<file path="src/rtl/branch_resolve.sv">
// Branch resolution, architectural {Z,V,N} flag register and IF/ID flush sequencing.
// Optional per-branch statistics counters are built when BRANCH_STATS_EN is defined.
module branch_resolve #(
  parameter int WIDTH = 16
) (
  input  logic             clk,
  input  logic             rst,
  input  logic             stall,
  input  logic             ex_valid,
  input  logic             flag_we,
  input  logic             zr,
  input  logic             ov,
  input  logic             neg,
  input  logic             sawBranch,
  input  logic [2:0]       branchOp,
  input  logic [WIDTH-1:0] addResult,
  output logic             redirect,
  output logic [WIDTH-1:0] redirect_pc,
  output logic             flush_if,
  output logic             flush_id,
  output logic [2:0]       flags,
  output logic [15:0]      br_count,
  output logic [15:0]      taken_count
);

  typedef enum logic [1:0] {
    IDLE     = 2'd0,
    REDIRECT = 2'd1,
    SHADOW   = 2'd2
  } state_t;

  state_t state;
  logic   acc;
  logic   cond;
  logic   take;
  logic   flag_z;
  logic   flag_v;
  logic   flag_n;

  assign flag_z = flags[2];
  assign flag_v = flags[1];
  assign flag_n = flags[0];

  // Outside IDLE the EX stage holds wrong-path instructions, so they are ignored.
  assign acc  = ex_valid & ~stall & (state == IDLE);
  assign take = acc & sawBranch & cond;

  always_comb begin
    cond = 1'b0;
    case (branchOp)
      3'b000:  cond = ~flag_z;
      3'b001:  cond = flag_z;
      3'b010:  cond = ~flag_z & ~flag_n;
      3'b011:  cond = flag_n;
      3'b100:  cond = flag_z | ~flag_n;
      3'b101:  cond = flag_z | flag_n;
      3'b110:  cond = flag_v;
      default: cond = 1'b1;
    endcase
  end

  // The condition above reads the flags before this edge, so a branch that also
  // writes flags sees the old values.
  always_ff @(posedge clk) begin
    if (rst) begin
      state       <= IDLE;
      redirect    <= 1'b0;
      flush_if    <= 1'b0;
      flush_id    <= 1'b0;
      redirect_pc <= '0;
      flags       <= 3'b000;
    end else if (!stall) begin
      if (acc && flag_we) begin
        flags <= {zr, ov, neg};
      end
      case (state)
        IDLE: begin
          if (take) begin
            state       <= REDIRECT;
            redirect    <= 1'b1;
            flush_if    <= 1'b1;
            flush_id    <= 1'b1;
            redirect_pc <= addResult;
          end
        end
        REDIRECT: begin
          state    <= SHADOW;
          redirect <= 1'b0;
          flush_if <= 1'b0;
          flush_id <= 1'b1;
        end
        SHADOW: begin
          state    <= IDLE;
          redirect <= 1'b0;
          flush_if <= 1'b0;
          flush_id <= 1'b0;
        end
        default: begin
          state    <= IDLE;
          redirect <= 1'b0;
          flush_if <= 1'b0;
          flush_id <= 1'b0;
        end
      endcase
    end
  end

`ifdef BRANCH_STATS_EN
  logic [15:0] br_count_q;
  logic [15:0] taken_count_q;

  // Saturating counters; they share the stall/reset behaviour of the rest of the state.
  always_ff @(posedge clk) begin
    if (rst) begin
      br_count_q    <= 16'h0000;
      taken_count_q <= 16'h0000;
    end else begin
      if (acc && sawBranch && (br_count_q != 16'hFFFF)) begin
        br_count_q <= br_count_q + 16'h0001;
      end
      if (take && (taken_count_q != 16'hFFFF)) begin
        taken_count_q <= taken_count_q + 16'h0001;
      end
    end
  end

  assign br_count    = br_count_q;
  assign taken_count = taken_count_q;
`else
  assign br_count    = 16'h0000;
  assign taken_count = 16'h0000;
`endif

endmodule

</file>
<file path="config.mk">
export PLATFORM = sky130hd
export DESIGN_NAME = branch_resolve
export DESIGN_NICKNAME = d
export VERILOG_FILES = /design/src/rtl/branch_resolve.sv
export SDC_FILE = /design/constraint.sdc
export NUM_CORES = 1
export LEC_CHECK = 0
export ABC_AREA = 0
export BUFFER_PORTS_ARGS = -buffer_cell sky130_fd_sc_hd__buf_2
export CAP_MARGIN = 20
export CORE_MARGIN = 2
export CORE_UTILIZATION = 40
export DETAILED_ROUTE_END_ITERATION = 10
export GPL_TIMING_DRIVEN = 1
export PLACE_DENSITY_LB_ADDON = 0.12
export SLEW_MARGIN = 20
export SYNTH_ARGS = -nofsm -noshare
export SYNTH_HDL_FRONTEND = slang
export SYNTH_SLANG_ARGS = --single-unit
export TNS_END_PERCENT = 100
</file>
<file path="constraint.sdc">
create_clock -name clk -period 2 [get_ports clk]
set_input_delay 0.2 -clock clk [delete_from_list [all_inputs] [get_ports clk]]
set_output_delay 0.2 -clock clk [all_outputs]
set_load 0.02 [all_outputs]
</file>
# Yosys cells after proc, flatten, opt, wreduce, memory -nomap -nowiden
# Index checks and enable logic that the tools add are counted.
[totals] wordCells=35 ff_bits=23 input_bits=28 out_inout_bits=54
[classes] n_eq_ne=8 reduce_logical=6 bitwise=10 n_mux=6
[op_table] op="== test 3 bit (second input constant)" count=3
[op_table] op="case mux 1 bit (7 select lines)" count=1
[op_table] op="== test 3 x 2 -> 1 bit (second input constant)" count=2
[op_table] op="bitwise AND 1 bit" count=5
[op_table] op="case mux 2 bit (2 select lines)" count=1
[op_table] op="AND reduction 2 bit" count=2
[op_table] op="== test 3 x 1 -> 1 bit (second input constant)" count=1
[op_table] op="zero test 3 bit" count=1
[op_table] op="inverter 1 bit" count=3
[op_table] op="AND reduction 3 bit" count=1
[op_table] op="== test 2 x 1 -> 1 bit (second input constant)" count=1
[op_table] op="zero test 2 bit" count=1
[op_table] op="two-way mux 1 bit" count=2
[op_table] op="two-way mux 2 bit" count=1
[op_table] op="!= test 2 bit (second input constant)" count=1
[op_table] op="bitwise OR 1 bit" count=2
[op_table] op="case mux 1 bit (2 select lines)" count=1
[op_table] op="logical AND 1 bit" count=1

# Logic depth before layout (Yosys ltp)
[depth] ltp_word=7 ltp_mapped=7 depth_no_buf=5

# Worst setup path before layout
# No wires, ideal clock.
[synth_timing] path_kind="register to register" start="reg flags[2]" end="reg redirect_pc[0]" stages_incl_launch_ff=8 t_arrival_ns=1.569 path_buffers=2 setup_time_ns=0.072 slack_ns=0.359 synth_period_minus_slack_ns=1.641 required_ns=1.928 cell_sequence="dfxtp_1 nor2_1 mux2_4 a21oi_2 o2111a_1 buf_6 buf_12 mux2i_1"
[synth_between] elab_chain_len=5 elab_cells_between_ends=7 cone_classes="mux (1); bitwise (5); reduce/logical (1)"
[synth_rtl] item="from (decl)" line_no="21" text="output logic [2:0] flags,"
[synth_rtl] item="from (signal assigned)" line_no="74" text="flags <= {zr, ov, neg};"
[synth_rtl] item="inverter 1 bit" line_no="51, 53"
[synth_rtl] item="bitwise AND 1 bit" line_no="53" text="3'b010: cond = ~flag_z & ~flag_n;"
[synth_rtl] item="case mux 1 bit (7 select lines) (*)" line_no="50" text="case (branchOp)"
[synth_rtl] item="bitwise AND 1 bit (*)" line_no="46" text="assign take = acc & sawBranch & cond;"
[synth_rtl] item="AND reduction 3 bit (no source line) (*)"
[synth_rtl] item="to (signal assigned)" line_no="83" text="redirect_pc <= addResult;"
[synth_rtl] item="to (decl)" line_no="18" text="output logic [WIDTH-1:0] redirect_pc,"
# Every way passes the cells marked *; elsewhere a longest branch is shown, timed or not.
# A chain may end at the register's enable or synchronous reset.

# Worst setup path in the final report
[layout_timing] start="reg flags[2]" end="reg redirect_pc[9]"
# The elaborated chain is that of the path after synthesis.

==> flow_summary.yaml <==
status:
  status: "finished, final reports clean"
layout:
  fill_cells: 314
  design_area_um2: 1470
  areaGrowthSynthToFinish_pct: 13.4
  nets: 217
  n_antenna_cell: 0
  final_layout_size_suffix_gt1_share_pct: 31.9
  fin_util_pct: 47.8
  final_cells: 232
floorplanning:
  rows: 20
  start_util_pct: 42.2
  fp.dieArea_um2: 3720
  fp.dieH_um: 61.0
  core_um2: 3080
  die_x_um: 61.0
  boundaryPins: 82
place:
  io_buffers: 49
  gp_congestion: 0.920
  pre_cts_ws_ns: 0.412
  dp.cells: 228
  placed_cell_area_um2: 1440
  dp_hpwl_um: 1720
detailed_routing:
  ant_nets: 0
  routed_wirelength_um: 2140
  dr.pass1.iters: 4
  wire_per_inst_um: 9.22
  viasPerCell: 4.11
  vias: 954
  drc: 0
  drtIter0Drc: 59
setup_path:
  cp.arrival_ns: 1.82
  endpoint_kind: "register"
  regToRegEndpoint: "redirect_pc[9]"
  r2r_cells: 6
  worstPathRequired_ns: 2.23
  crit_type: "reg -> reg"
  startpoint_type: "register"
  r2r_slack_ns: 0.41
  crit_fanout: 10
  rr_startpoint: "flags[2]"
clock_network:
  tritoncts: "yes"
  insertion_delay_ns: 0.29
  htreeDepth: 1
  cts_hold_buffers: 0
  post-cts-setup-buffer-count: 0
  numCtsBuffers: 3
  clk_pin_slew_worst_paths_ns: 0.12
  cts.sinks: 22
  cts_resized: 0
  cts-root-buf: "clkbuf_4"
  clock_path_buffers: 2
synthesis:
  synth-edff-count: 0
  synth_top_flop_cell: "dfxtp_1"
  synth_cells: 141
  ys_top_cells_by_area: "dfxtp_1, buf_4, nand2b_1"
  synth_seq_area_share_pct: 33.9
  synth_area_um2: 1300
  synth-seq-cells: 22
  yosysTopAreaCell: "dfxtp_1"
  async_reset_ff_share_pct: 0
  yosys-top-cells-count: "buf_4, nand2b_1, dfxtp_1, mux2i_1, nand2_1"
  yosys_warnings: 0
  avgSynthCellArea_um2: 9.21
  synth_cell_type_count: 23
  synth_top_area_share_pct: 33.9
min_path:
  worstHoldStart: "addResult[4]"
  holdPathStages: 3
  min_to: "redirect_pc[4]"
  hold_path.class: "in -> reg"
sta:
  min_period_ns: 1.59
  min_period_over_period_pct: 79.6
  rsz0062_at_grt: "false"
  maxSlewViolCount: 0
  finalSetupViolations: 0
  fmax_ghz: 0.628
  hold_slack_ns: 0.148
  hold_violations: 0
  tns_ns: 0
  skew_ns: 0.00344
  setup_slack_ns: 0.408
grt:
  antenna_found_initial: 0
  grt_pass1_wl_um: 3330
  first_global_vias: 777
  grt_use_total_pct: 11.9
  grt_overflow_total: 0
  grt_max_degree: 39
job:
  maxCapViolCount: 0
power_and_ir_drop:
  power.leakage_nw: 0.696
  powerDensity_nw_per_um2: 588
  power_uw: 866
  vdd_drop_max_v: 0.000431
-- layer usage --
layer / track usage, % / vias to the layer above / routed length, um
li1: - / 489 / -
met1: 15.0 / 409 / 984
met2: 18.7 / 54 / 864
met3: 5.33 / 2 / 272
met4: 2.80 / 0 / 17
met5: 0 / - / 0
-- registers in the layout (all words and copies together) (netlist names) --
signal,flops
redirect_pc,16
flush_id,1
state,2
flags,3
-- critical path, cell delays in order, from the launching register on --
cell and delay (ns):
dfxtp_1 0.43, nor2_1 0.07, mux2_4 0.26, a21oi_2 0.13, o2111a_1 0.20, buf_4 0.22
mux2i_1 0.21
-- worst max path at each step --
stage                   from  cells past startpoint  slack (ns)               to
floorplan           flags[2]                      7        0.36   redirect_pc[0]
global placement    flags[2]                      6        0.50  redirect_pc[13]
detailed placement  flags[2]                      6        0.41   redirect_pc[9]
CTS                 flags[2]                      6        0.38   redirect_pc[9]
global route        flags[2]                      6        0.27   redirect_pc[0]
finish              flags[2]                      6        0.41   redirect_pc[9]
-- cell type report --
cell class	instances	area [um2]	area share [%]
Multi-Input combinational cell	109	673	45.7
Sequential cell	22	440	29.9
Timing Repair Buffer	51	260	17.7
Tap cell	44	55.1	3.74
Clock buffer	4	36.3	2.46
Inverter	2	7.51	0.510
-- logic make-up after synthesis --
group	count (synthesis)	share of synthesized area, %
AO/OA/AOI/OAI	11	6.17
multiplexers	17	13.5
other	1	0.289
flip-flops	22	33.9
buffers and inverters	41	23.2
AND/OR/NAND/NOR	49	22.9
-- layout by cell type, fill, tap and decap left out, drive strengths merged --
master,netlist,final
buf,35,51
nand2b,33,33
conb,1,32
dfxtp,22,22
mux2i,16,16
nand2,7,7
a21oi,6,6
clkbuf,4,4
nor2,3,3
nand3,3,3
inv,2,2
nor4b,2,2
mux2,1,1
o22ai,1,1
a41oi,1,1
o2111a,1,1
o31a,1,1
and2,1,1
o21ba,1,1
-- power breakdown --
part	internal, mW	switching (mW)
Combinational	0.0613	0.112
Sequential	0.450	0.00796
Clock	0.111	0.124
Total	0.622	0.244
Power figures use the tool's default switching activity.
